$ cat config.mk
export PLATFORM = sky130hd
export DESIGN_NAME = seg7_scan_decoder
export DESIGN_NICKNAME = d
export VERILOG_FILES = /design/src/rtl/seg7_pkg.sv /design/src/rtl/seg7_pattern_dec.sv /design/src/rtl/seg7_scan_decoder.sv
export SDC_FILE = /design/constraint.sdc
export NUM_CORES = 1
export LEC_CHECK = 0
export ABC_AREA = 1
export CAP_MARGIN = 20
export CELL_PAD_IN_SITES_DETAIL_PLACEMENT = 2
export CELL_PAD_IN_SITES_GLOBAL_PLACEMENT = 2
export CORE_AREA = 3 3 93 95
export CTS_CLUSTER_DIAMETER = 100
export DETAILED_ROUTE_END_ITERATION = 10
export DIE_AREA = 0 0 96 98
export GPL_TIMING_DRIVEN = 0
export PLACE_DENSITY = 0.79
export RECOVER_POWER = 100
export SLEW_MARGIN = 30
export SYNTH_ARGS = -nofsm -noshare
export SYNTH_HDL_FRONTEND = slang
export SYNTH_SLANG_ARGS = --single-unit
$ cat constraint.sdc
create_clock -name clk -period 2.9 [get_ports clk]
set_input_delay 0.435 -clock clk [delete_from_list [all_inputs] [get_ports clk]]
set_output_delay 0.435 -clock clk [all_outputs]
set_load 0.01 [all_outputs]
$ cat src/rtl/seg7_pkg.sv
// Shared 7-segment definitions: segment bit positions, digit patterns and
// the nibble codes reported for blank and undecodable patterns.
package seg7_pkg;

    localparam int SEG_A  = 0;
    localparam int SEG_B  = 1;
    localparam int SEG_C  = 2;
    localparam int SEG_D  = 3;
    localparam int SEG_E  = 4;
    localparam int SEG_F  = 5;
    localparam int SEG_G  = 6;
    localparam int SEG_DP = 7;

    localparam logic [6:0] M_A = 7'(1) << SEG_A;
    localparam logic [6:0] M_B = 7'(1) << SEG_B;
    localparam logic [6:0] M_C = 7'(1) << SEG_C;
    localparam logic [6:0] M_D = 7'(1) << SEG_D;
    localparam logic [6:0] M_E = 7'(1) << SEG_E;
    localparam logic [6:0] M_F = 7'(1) << SEG_F;
    localparam logic [6:0] M_G = 7'(1) << SEG_G;

    localparam logic [6:0] SEG7_0     = M_A | M_B | M_C | M_D | M_E | M_F;
    localparam logic [6:0] SEG7_1     = M_B | M_C;
    localparam logic [6:0] SEG7_2     = M_A | M_B | M_D | M_E | M_G;
    localparam logic [6:0] SEG7_3     = M_A | M_B | M_C | M_D | M_G;
    localparam logic [6:0] SEG7_4     = M_B | M_C | M_F | M_G;
    localparam logic [6:0] SEG7_5     = M_A | M_C | M_D | M_F | M_G;
    localparam logic [6:0] SEG7_6     = M_A | M_C | M_D | M_E | M_F | M_G;
    localparam logic [6:0] SEG7_7     = M_A | M_B | M_C | M_F;
    localparam logic [6:0] SEG7_8     = M_A | M_B | M_C | M_D | M_E | M_F | M_G;
    localparam logic [6:0] SEG7_9     = M_A | M_B | M_C | M_D | M_F | M_G;
    localparam logic [6:0] SEG7_BLANK = 7'h00;

    localparam logic [3:0] NIB_ERR   = 4'hF;
    localparam logic [3:0] NIB_BLANK = 4'h0;

    typedef struct packed {
        logic [3:0] nibble;
        logic       blank;
        logic       err;
    } seg7_dec_t;

endpackage

$ cat src/rtl/seg7_pattern_dec.sv
// Combinational inverse of the hex-to-segment encoder: 7-bit pattern to
// nibble plus blank/error flags. The decimal point is handled by the caller.
module seg7_pattern_dec
    import seg7_pkg::*;
(
    input  logic [6:0] pattern,
    output seg7_dec_t  dec
);

    always_comb begin
        dec.nibble = NIB_ERR;
        dec.blank  = 1'b0;
        dec.err    = 1'b0;
        case (pattern)
            SEG7_BLANK: begin
                dec.nibble = NIB_BLANK;
                dec.blank  = 1'b1;
            end
            SEG7_0:  dec.nibble = 4'd0;
            SEG7_1:  dec.nibble = 4'd1;
            SEG7_2:  dec.nibble = 4'd2;
            SEG7_3:  dec.nibble = 4'd3;
            SEG7_4:  dec.nibble = 4'd4;
            SEG7_5:  dec.nibble = 4'd5;
            SEG7_6:  dec.nibble = 4'd6;
            SEG7_7:  dec.nibble = 4'd7;
            SEG7_8:  dec.nibble = 4'd8;
            SEG7_9:  dec.nibble = 4'd9;
            default: dec.err = 1'b1;
        endcase
    end

endmodule

$ cat src/rtl/seg7_scan_decoder.sv
// Monitors a multiplexed 7-segment bus, accepts each digit after a stability
// dwell and pulses frame_valid once every digit has been refreshed.
module seg7_scan_decoder
    import seg7_pkg::*;
#(
    parameter int NUM_DIGITS = 4,
    parameter int STABLE_CYC = 4
) (
    input  logic                    clk,
    input  logic                    rst_n,
    input  logic [7:0]              seg_in,
    input  logic [NUM_DIGITS-1:0]   dig_sel,
    output logic [4*NUM_DIGITS-1:0] digits_out,
    output logic [NUM_DIGITS-1:0]   blank_out,
    output logic [NUM_DIGITS-1:0]   dp_out,
    output logic [NUM_DIGITS-1:0]   err_out,
    output logic                    frame_valid,
    output logic                    sel_err
);

    localparam int CW = (STABLE_CYC > 1) ? $clog2(STABLE_CYC) : 1;
    localparam logic [CW-1:0] CNT_MAX = CW'(STABLE_CYC - 1);

    logic [7:0]            r_seg;
    logic [NUM_DIGITS-1:0] r_sel;
    logic [NUM_DIGITS-1:0] updated;
    logic [CW-1:0]         cnt;
    logic                  done;
    seg7_dec_t             dec;
    logic                  in_changed;
    logic                  accept;
    logic [NUM_DIGITS-1:0] acc_mask;

    function automatic logic multi_hot(input logic [NUM_DIGITS-1:0] v);
        return (v & (v - NUM_DIGITS'(1))) != '0;
    endfunction

    seg7_pattern_dec u_dec (
        .pattern (r_seg[6:0]),
        .dec     (dec)
    );

    assign in_changed = (seg_in != r_seg) || (dig_sel != r_sel);
    assign accept     = (cnt == CNT_MAX) && (r_sel != '0) && !multi_hot(r_sel) && !done;
    assign acc_mask   = accept ? r_sel : '0;

    always_ff @(posedge clk or negedge rst_n) begin
        if (!rst_n) begin
            r_seg       <= '0;
            r_sel       <= '0;
            cnt         <= '0;
            done        <= 1'b0;
            updated     <= '0;
            digits_out  <= '0;
            blank_out   <= '0;
            dp_out      <= '0;
            err_out     <= '0;
            frame_valid <= 1'b0;
            sel_err     <= 1'b0;
        end else begin
            r_seg   <= seg_in;
            r_sel   <= dig_sel;
            sel_err <= (dig_sel != r_sel) && multi_hot(dig_sel);

            // done latches one accept per dwell; any input change starts a new dwell
            if (in_changed) begin
                cnt  <= '0;
                done <= 1'b0;
            end else begin
                if (cnt != CNT_MAX) cnt <= cnt + CW'(1);
                if (accept) done <= 1'b1;
            end

            for (int i = 0; i < NUM_DIGITS; i++) begin
                if (acc_mask[i]) begin
                    digits_out[4*i +: 4] <= dec.nibble;
                    blank_out[i]         <= dec.blank;
                    dp_out[i]            <= r_seg[SEG_DP];
                    err_out[i]           <= dec.err;
                end
            end

            // An accept on the pulse edge seeds the next frame's mask
            if (&updated) begin
                frame_valid <= 1'b1;
                updated     <= acc_mask;
            end else begin
                frame_valid <= 1'b0;
                updated     <= updated | acc_mask;
            end
        end
    end

endmodule

==> results of run 1 <==
[cell type report]
cell class / instances / area, µm² / area share, %
clock inverters: 3 / 68.8 / 2.29
well taps: 102 / 128 / 4.24
repair buffers: 43 / 425 / 14.1
clock buffers: 5 / 68.8 / 2.29
inverters: 27 / 101 / 3.37
multi-input cells: 191 / 956 / 31.8
flip-flops and latches: 49 / 1230 / 40.8
plain buffers: 6 / 33.8 / 1.12
[stage by stage]
| step | area (µm²) | hold WS, ps | utilization [%] |
|---|---|---|---|
| 2_1_floorplan | 2350 | 139 | - |
| 3_3_place_gp | 2910 | 467 | 37.2 |
| 3_5_place_dp | 2910 | 469 | 37.2 |
| 4_1_cts | 3040 | 176 | 39.0 |
| 5_1_grt | 3010 | 483 | 38.5 |
| 6_report | 3010 | 386 | 38.5 |
[metal layers]
layer  part of all wire, %  global-route usage, %  vias to the layer above
met5                     0                      0                        -
met4                  0.40                   2.63                        0
met3                   3.7                   2.70                        2
met2                    51                   23.9                       37
met1                    45                   18.2                      961
li1                      -                      -                      937
[flip-flops by register name (all words and copies together) (netlist names), 2 cells and up]
| signal | flops |
|---|---|
| dp_out | 4 |
| r_seg | 8 |
| digits_out | 16 |
| err_out | 4 |
| r_sel | 4 |
| cnt | 2 |
| blank_out | 4 |
| updated | 4 |
[power by group through the flow]
stage	clock (W)	combinational [W]	sequential (W)
3_5_place_dp	0	0.000107	0.000721
2_1_floorplan	0	0.0000537	0.000718
5_1_grt	0.000652	0.000114	0.000709
4_1_cts	0.000613	0.000108	0.000707
3_3_place_gp	0	0.000103	0.000720
6_report	0.000598	0.0000985	0.000707
[cells in the final DEF (no fill, tap or decap), types with 2 or more instances in the layout]
cell           netlist  layout
dfrtp_1             49      49
nor2_4               2       2
xor2_1               7       7
clkbuf_8             0       5
nor3_1               3       3
nand4_1              2       2
nand2_1            102     102
nand2_4              4       4
nand3_2              2       2
inv_1               21      21
clkbuf_1             0       4
a21oi_1              4       4
nand2_2              9       9
nand3_1              9       9
o21ai_0              5      13
dlygate4sd3_1        0      42
xnor2_1              4       4
inv_2                6       6
nor2_2               3       2
nor2_1              20      21
bufinv_16            0       2
[logic make-up (layout without fill, tap and decap cells)]
family,after synthesis,after routing,share of synthesized area [%]
buf+inv,33,84,7.03
simple gates,159,159,31.4
xor+xnor,11,11,4.10
fa+ha+maj,1,1,0.532
flops,49,49,52.2
compound gates,19,19,4.37
mux,1,1,0.426
[synth_stat cells (all sizes together)]
master	instances	area [µm²]
nand2	115	484
dfrtp	49	1230
inv	27	101
nor2	26	136
o21ai	14	73.8
nand3	12	82.6
xor2	7	61.3
buf	6	63.8
a21oi	5	28.8
xnor2	4	35.0
nor3	3	15.0
nand4	2	12.5
ha	1	12.5
mux2i	1	10.0
nor4	1	6.26
[critical path: stages (launching register included)]
cell	delay [ps]
dfrtp_1	380
ha_1	230
nand2_1	70
a21oi_1	110
nand3_1	110
nor2_1	230
nand2_1	120
clkbuf_1	250
nand2_1	100
o21ai_0	90
[final timing paths]
path	slack (ps)	to	depth (start not counted)	startpoint
worst max-delay path	1060	digits_out[1]	9	cnt[0]
worst max register to register	1060	digits_out[1]	9	cnt[0]
max in group asynchronous	1780	blank_out[1]	1	rst_n
worst min-delay path	390	digits_out[5]	1	rst_n
min in group clk	480	dp_out[2]	2	dp_out[2]
worst min register to register	480	dp_out[2]	2	dp_out[2]
==> impl_metrics.py, run 1 <==
metrics = {
    "run_status": {
        "status": "completed",
    },
    "logic_synthesis": {
        "syn_avg_cell_area_um2": 8.61,
        "synth_cell_types": 27,
        "yosysSeqAreaShare_pct": 52.2,
        "syn_nets": 288,
        "synth_area_um2": 2350,
        "yosysWarningCount": 0,
        "synthCells": 273,
        "ys_ff_latch": 49,
    },
    "die": {
        "die_w_um": 96,
        "fp.coreArea_um2": 7810,
        "die_area_um2": 9410,
        "die_h_um": 98,
        "ios": 44,
        "start_util_pct": 30.1,
        "rows": 32,
    },
    "final_layout": {
        "fill_cells": 914,
        "num_antenna_cells": 0,
        "areaGrowthSynthToFinish_pct": 28.0,
        "layoutNonFillerInstCount": 426,
        "final_nets": 338,
        "drive_gt1_share_pct": 12.3,
    },
    "power_and_ir_drop": {
        "internal_power_w": 0.00108,
        "p_sw_w": 0.000325,
        "clock_power_share_pct": 42.6,
        "power.total_w": 0.00140,
        "switching_share_pct": 23.2,
        "ir_worst_vdd_mv": 0.177,
        "seqPwrFrac_pct": 50.4,
        "p_leak_nw": 1.66,
        "pwr_density_cell_nw_per_um2": 467,
        "comb_power_share_pct": 7.0,
    },
    "sta": {
        "hold_viol": 0,
        "fmaxAchievable_mhz": 544,
        "rsz0062_at_grt": "false",
        "slew_violations": 0,
        "setup_slack_ps": 1060,
        "min_period_ps": 1840,
        "tightest_slew_ps": 1250,
        "max-slew-margin-rel_pct": 16.8,
        "min_period_over_period_pct": 63.4,
        "setup_violations": 0,
        "skew_ps": 4.67,
        "tns_ps": 0,
    },
    "critical_path": {
        "path_class": "reg2reg",
        "startpoint_type": "flip-flop",
        "cp_max_fo": 10,
        "end_kind": "flip-flop",
        "arrival_ps": 2010,
        "critPathRequiredTime_ps": 3070,
    },
    "clocking": {
        "post_cts_resized": 0,
        "cts_tree": "built",
        "h-tree-depth": 2,
        "clockBufferDepth": 2,
        "insertion_delay_ps": 300,
        "hold_buffers": 0,
        "clockRootBuffer": "clkbuf_8",
        "cts_inserted_buffers": 5,
        "clk_pin_slew_ps": 100,
        "cts_sinks": 49,
        "post_cts.repair.setup_buffers": 0,
    },
    "placement": {
        "port_buffers": 43,
        "dp_hpwl_mm": 4.73,
        "place.gp.congestion": 0.776,
        "pre_cts_slack_ps": 1040,
        "dpl.cell_count": 418,
    },
    "drt": {
        "drc": 0,
        "final_antenna_net_count": 0,
        "drt-vias-per-instance": 4.55,
        "drtIter0Drc": 30,
        "wl_per_cell_um": 14.2,
        "drtPass1Iterations": 4,
        "wirelength_mm": 6.04,
        "via_count": 1937,
    },
    "global_routing": {
        "grt_usage_pct": 13.9,
        "grt_max_degree": 50,
        "grt-ovfl-total": 0,
        "antenna_found_initial": 0,
        "first_global_vias": 2074,
        "grt_pass1_wl_mm": 10.5,
    },
    "flow_run": {
        "drv_cap": 0,
    },
    "worst_hold_path": {
        "hp-class": "in2async",
    },
}
Note: power is estimated with default switching activity, not from simulation.
==> run 2: changes to the inputs <==
==> constraint.sdc (replaced) <==
create_clock -name clk -period 1.8 [get_ports clk]
set_input_delay 0.27 -clock clk [delete_from_list [all_inputs] [get_ports clk]]
set_output_delay 0.27 -clock clk [all_outputs]
set_load 0.01 [all_outputs]
==> run 2 against run 1 <==
Effect of this change: combinational power is 62% higher; first-iteration DRC count stayed put; clock skew hardly changed; total power is 61% higher; die area stayed put; non-clock buffer count stayed put; critical path depth stayed put; register-to-register slack worse by 870 ps; utilization is 0.32 points higher; wire length is 0.55% lower; maximum frequency is 14% higher; critical path type unchanged.
==> impl_metrics.py, run 2 (synthesis gave the netlist of run 1 again) <==
metrics = {
    "critical_path": {
        "critPathRequiredTime_ps": 1990,
        "critPathSlowestCell": "dfrtp_1",
        "startpoint_type": "flip-flop",
        "end_kind": "flip-flop",
        "arrival_ps": 1800,
        "crit_top_cell": "nand2_1",
        "cp_max_fo": 10,
        "cp_slowest_stage_delay_ps": 390,
        "critical-path-top-delay-family": "simple AND/OR/NAND/NOR gates",
        "path_class": "reg2reg",
        "cp.buffers_inverters": 1,
        "crit_chain": "ha_2 > nand2_1 > a21oi_1 > nand3_1 > nor2_2 > nand2_1 > buf_2 > nand2_1 > o21ai_1",
    },
    "worst_hold_path": {
        "hp-class": "in2async",
    },
    "final_layout": {
        "drive_gt1_share_pct": 14.5,
        "largest_registers": "digits_out (16), r_seg (8)",
        "utilization_pct": 38.8,
        "largest-register": "digits_out",
        "areaGrowthSynthToFinish_pct": 29.1,
        "final_nets": 338,
        "layoutNonFillerInstCount": 426,
        "num_antenna_cells": 0,
        "final_cell_mix": "nand2_1, dfrtp_1, dlygate4sd3_1",
        "final_common_cell": "nand2_1",
        "postLayoutCellArea_um2": 3030,
        "largest_register_ffs": 16,
    },
    "die": {
        "rows": 32,
        "start_util_pct": 30.1,
        "ios": 44,
        "die_w_um": 96,
        "die_area_um2": 9410,
        "fp.coreArea_um2": 7810,
        "die_h_um": 98,
    },
    "clocking": {
        "clockBufferDepth": 2,
        "cts_inserted_buffers": 5,
        "cts_sinks": 49,
        "h-tree-depth": 2,
        "hold_buffers": 0,
        "post_cts_resized": 0,
        "insertion_delay_ps": 310,
        "cts_tree": "built",
        "post_cts.repair.setup_buffers": 0,
        "clockRootBuffer": "clkbuf_8",
        "clk_pin_slew_ps": 100,
    },
    "drt": {
        "wirelength_mm": 6.01,
        "drtIter0Drc": 30,
        "drt-vias-per-instance": 4.57,
        "via_count": 1947,
        "drtPass1Iterations": 4,
        "wl_per_cell_um": 14.1,
        "final_antenna_net_count": 0,
        "drc": 0,
    },
    "global_routing": {
        "grt_pass1_wl_mm": 10.5,
        "busiest_layer": "met2",
        "antenna_found_initial": 0,
        "grt_max_degree": 50,
        "met3_usage_pct": 2.70,
        "grt-ovfl-total": 0,
        "grt_use_met2_pct": 23.9,
        "use_met1_pct": 18.2,
        "first_global_vias": 2074,
        "grt_usage_pct": 13.9,
    },
    "placement": {
        "dp_hpwl_mm": 4.73,
        "placed_cell_area_um2": 2910,
        "port_buffers": 43,
        "dpl.cell_count": 418,
        "pre_cts_slack_ps": 75.4,
        "place.gp.congestion": 0.776,
    },
    "power_and_ir_drop": {
        "p_leak_nw": 1.67,
        "pwr_density_cell_nw_per_um2": 746,
        "ir_worst_vdd_mv": 0.293,
    },
    "sta": {
        "tns_ps": 0,
        "tightest_slew_ps": 1260,
        "rsz0062_at_grt": "false",
        "fmaxAchievable_mhz": 622,
        "hold_viol": 0,
        "slew_violations": 0,
        "setup_slack_ps": 193,
        "skew_ps": 5.00,
        "min_period_ps": 1610,
        "min_period_over_period_pct": 89.3,
        "max-slew-margin-rel_pct": 16.3,
        "setup_violations": 0,
    },
    "flow_run": {
        "drv_cap": 0,
    },
    "run_status": {
        "status": "completed",
    },
}
-- run 2: layout make-up --
class | instances | area (µm²)
clock inverters | 3 | 68.8
plain buffers | 6 | 51.3
clock buffers | 5 | 68.8
multi-input cells | 191 | 963
well taps | 102 | 128
inverters | 27 | 101
fillers | 907 | 4770
flip-flops and latches | 49 | 1230
repair buffers | 43 | 425
-- run 2: layer usage --
layer	wire, µm	share of wire [%]
met3	225	3.7
met4	24	0.40
met2	3080	51
met1	2680	45
met5	0	0
-- run 2: worst register-to-register path: stages (launching register included) --
cell and delay, ps:
dfrtp_1 390, ha_2 220, nand2_1 60, a21oi_1 110
nand3_1 130, nor2_2 180, nand2_1 90, buf_2 200
nand2_1 80, o21ai_1 50
-- run 2: through the flow --
stage | hold WS [ps] | power [W]
after floorplan | -25.6 | 0.00124
after detailed placement | 340 | 0.00133
final | 223 | 0.00226
after global routing | 318 | 0.00238
after global placement | 467 | 0.00133
after CTS | 11.0 | 0.00230
-- run 2: worst paths after layout --
path,from,to,slack [ps],cells past startpoint
worst min register to register,dp_out[2],dp_out[2],480,2
worst max-delay path,cnt[0],err_out[1],190,9
min in group clk,dp_out[2],dp_out[2],480,2
max in group asynchronous,rst_n,r_sel[2],830,1
worst min-delay path,rst_n,digits_out[5],220,1
worst max register to register,cnt[0],err_out[1],190,9
-- run 2: power breakdown --
part / switching, W / total [W] / internal (W)
clock: 0.000403 / 0.000963 / 0.000560
combinational: 0.0000987 / 0.000160 / 0.0000609
sequential: 0.0000229 / 0.00114 / 0.00112
==> run 3: changes to the inputs <==
--- a/config.mk
+++ b/config.mk
@@ -9,10 +9,10 @@
 export CAP_MARGIN = 20
 export CELL_PAD_IN_SITES_DETAIL_PLACEMENT = 2
 export CELL_PAD_IN_SITES_GLOBAL_PLACEMENT = 2
-export CORE_AREA = 3 3 93 95
+export CORE_AREA = 4 4 94 96
 export CTS_CLUSTER_DIAMETER = 100
 export DETAILED_ROUTE_END_ITERATION = 10
-export DIE_AREA = 0 0 96 98
+export DIE_AREA = 0 0 98 100
 export GPL_TIMING_DRIVEN = 0
 export PLACE_DENSITY = 0.79
 export RECOVER_POWER = 100
==> run 3 against run 2 <==
Effect of this change: setup slack worse by 22 ps; maximum frequency shrank 1.3%; utilization shrank 1.4 points; global-route usage down 0.80 points; sequential share of layout area grew 0.22 points; cell count grew 0.94%; via count decreased by 0.51%; clock skew grew 12 ps; wire length is 0.72% higher; critical path depth did not move.
==> impl_metrics.py, run 3 (synthesis gave the netlist of run 1 again) <==
metrics = {
    "global_routing": {
        "grt-ovfl-total": 0,
        "grt_pass1_wl_mm": 10.3,
        "grt_max_degree": 50,
        "first_global_vias": 2065,
        "grt_usage_pct": 13.1,
        "antenna_found_initial": 0,
    },
    "clocking": {
        "insertion_delay_ps": 310,
        "clockBufferDepth": 2,
        "cts_sinks": 49,
        "post_cts.repair.setup_buffers": 0,
        "cts_inserted_buffers": 5,
        "clk_pin_slew_ps": 100,
        "cts_tree": "built",
        "h-tree-depth": 2,
        "clockRootBuffer": "clkbuf_8",
    },
    "power_and_ir_drop": {
        "p_leak_nw": 1.65,
        "clock_power_share_pct": 34.7,
        "comb_power_share_pct": 8.1,
        "seqPwrFrac_pct": 57.1,
        "p_sw_w": 0.000531,
        "pwr_density_cell_nw_per_um2": 661,
        "ir_worst_vdd_mv": 0.364,
        "internal_power_w": 0.00146,
        "switching_share_pct": 26.7,
        "power.total_w": 0.00199,
    },
    "critical_path": {
        "rr_endpoint": "digits_out[1]",
        "path_class": "reg2reg",
        "crit_top_cell": "nand2_1",
        "r2r_start": "cnt[0]",
        "startpoint_type": "flip-flop",
        "cp-endpoint": "digits_out[1]",
        "cp_max_fo": 10,
        "path_depth": 9,
        "critPathSlowestCell": "dfrtp_1",
        "r2r_cells": 9,
        "crit_chain": "ha_2 > nand2_1 > a21oi_1 > nand3_1 > nor2_2 > nand2_1 > buf_6 > nand2_1 > o21ai_0",
        "cp.buffers_inverters": 1,
        "end_kind": "flip-flop",
        "worst-r2r-setup-slack_ps": 170,
        "critical_path.startpoint": "cnt[0]",
        "critical-path-top-delay-family": "simple AND/OR/NAND/NOR gates",
        "cp_slowest_stage_delay_ps": 410,
        "critPathRequiredTime_ps": 1990,
        "arrival_ps": 1820,
    },
    "run_status": {
        "status": "completed",
    },
    "sta": {
        "setup_slack_ps": 171,
        "hold_viol": 0,
        "tns_ps": 0,
        "min_period_ps": 1630,
        "min_period_over_period_pct": 90.5,
        "slew_violations": 0,
        "skew_ps": 16.7,
        "setup_violations": 0,
        "fmaxAchievable_mhz": 614,
        "tightest_slew_ps": 1140,
        "max-slew-margin-rel_pct": 24.3,
        "rsz0062_at_grt": "false",
    },
    "drt": {
        "wirelength_mm": 6.05,
        "drtPass1Iterations": 4,
        "drtIter0Drc": 36,
        "drt-vias-per-instance": 4.50,
        "wl_per_cell_um": 14.1,
        "via_count": 1937,
        "drc": 0,
        "final_antenna_net_count": 0,
    },
    "die": {
        "die_w_um": 98,
        "die_h_um": 100,
        "start_util_pct": 29.2,
        "rows": 33,
        "ios": 44,
        "die_area_um2": 9800,
        "fp.coreArea_um2": 8050,
    },
    "final_layout": {
        "drive_gt1_share_pct": 14.8,
        "final_nets": 339,
        "largest_register_ffs": 16,
        "final_cell_mix": "nand2_1, dfrtp_1, dlygate4sd3_1",
        "multiInputGateArea_um2": 963,
        "seqCellArea_um2": 1230,
        "largest_registers": "digits_out (16), r_seg (8)",
        "fill_cells": 926,
        "num_antenna_cells": 0,
        "largest-register": "digits_out",
        "final_common_cell": "nand2_1",
        "areaGrowthSynthToFinish_pct": 28.4,
    },
    "placement": {
        "pre_cts_slack_ps": 37.2,
        "port_buffers": 43,
        "place.gp.congestion": 0.765,
        "dp_hpwl_mm": 4.65,
    },
    "worst_hold_path": {
        "worstHoldPathCells": 2,
        "hp-class": "reg2reg",
    },
    "flow_run": {
        "drv_cap": 0,
    },
}
## run 3: cell type report
type / count / share of cell area (%)
buffer: 6 / 2.12
clock buffer: 5 / 2.28
clock inverter: 3 / 0.871
inverter: 27 / 3.36
multi-input combinational: 191 / 31.9
sequential: 49 / 40.6
tap: 105 / 4.36
timing repair buffer: 44 / 14.4
## run 3: worst min path at each step
| stage | from | endpoint | slack (ps) |
|---|---|---|---|
| after detailed placement | rst_n | err_out[0] | 340 |
| after global placement | dp_out[3] | dp_out[3] | 470 |
| after global routing | err_out[0] | err_out[0] | 530 |
| after CTS | seg_in[7] | r_seg[7] | 440 |
| final | dp_out[3] | dp_out[3] | 490 |
| after floorplan | rst_n | blank_out[0] | -30 |
## run 3: power groups by stage
stage	Sequential, W	Clock, W	Combinational, W
finish	0.00114	0.000692	0.000162
floorplan	0.00116	0	0.0000865
global placement	0.00116	0	0.000166
global route	0.00114	0.000768	0.000187
detailed placement	0.00116	0	0.000173
CTS	0.00114	0.000721	0.000175
## run 3: timing repair
item                                    4_1_cts  5_1_grt
hold buffers                                  1        0
endpoints found under the hold margin        17        0
endpoints found under the setup margin        0        6
resized for setup                             0        3
## run 3: per-stage QoR
step / instances / cell area [µm²] / hold slack [ps] / util [%]
6_report: 430 / 3020 / 486 / 37.5
5_1_grt: 430 / 3020 / 528 / 37.5
4_1_cts: 430 / 3010 / 443 / 37.4
3_5_place_dp: 421 / 2910 / 340 / 36.1
3_3_place_gp: 421 / 2910 / 467 / 36.2
2_1_floorplan: 273 / 2350 / -25.6 / -
## run 3: per-layer routing
metal  up-vias  GRT usage [%]  part of all wire (%)
met4         0           2.88                  0.88
met2        36           23.2                    50
met5         -              0                     0
li1        938              -                     -
met3         7           2.92                   4.3
met1       956           16.5                    45
## run 3: tightest hold or removal path, stage by stage (launching register included)
cell and delay (ps):
dfrtp_1 350, nand2_1 50, nand2_1 60
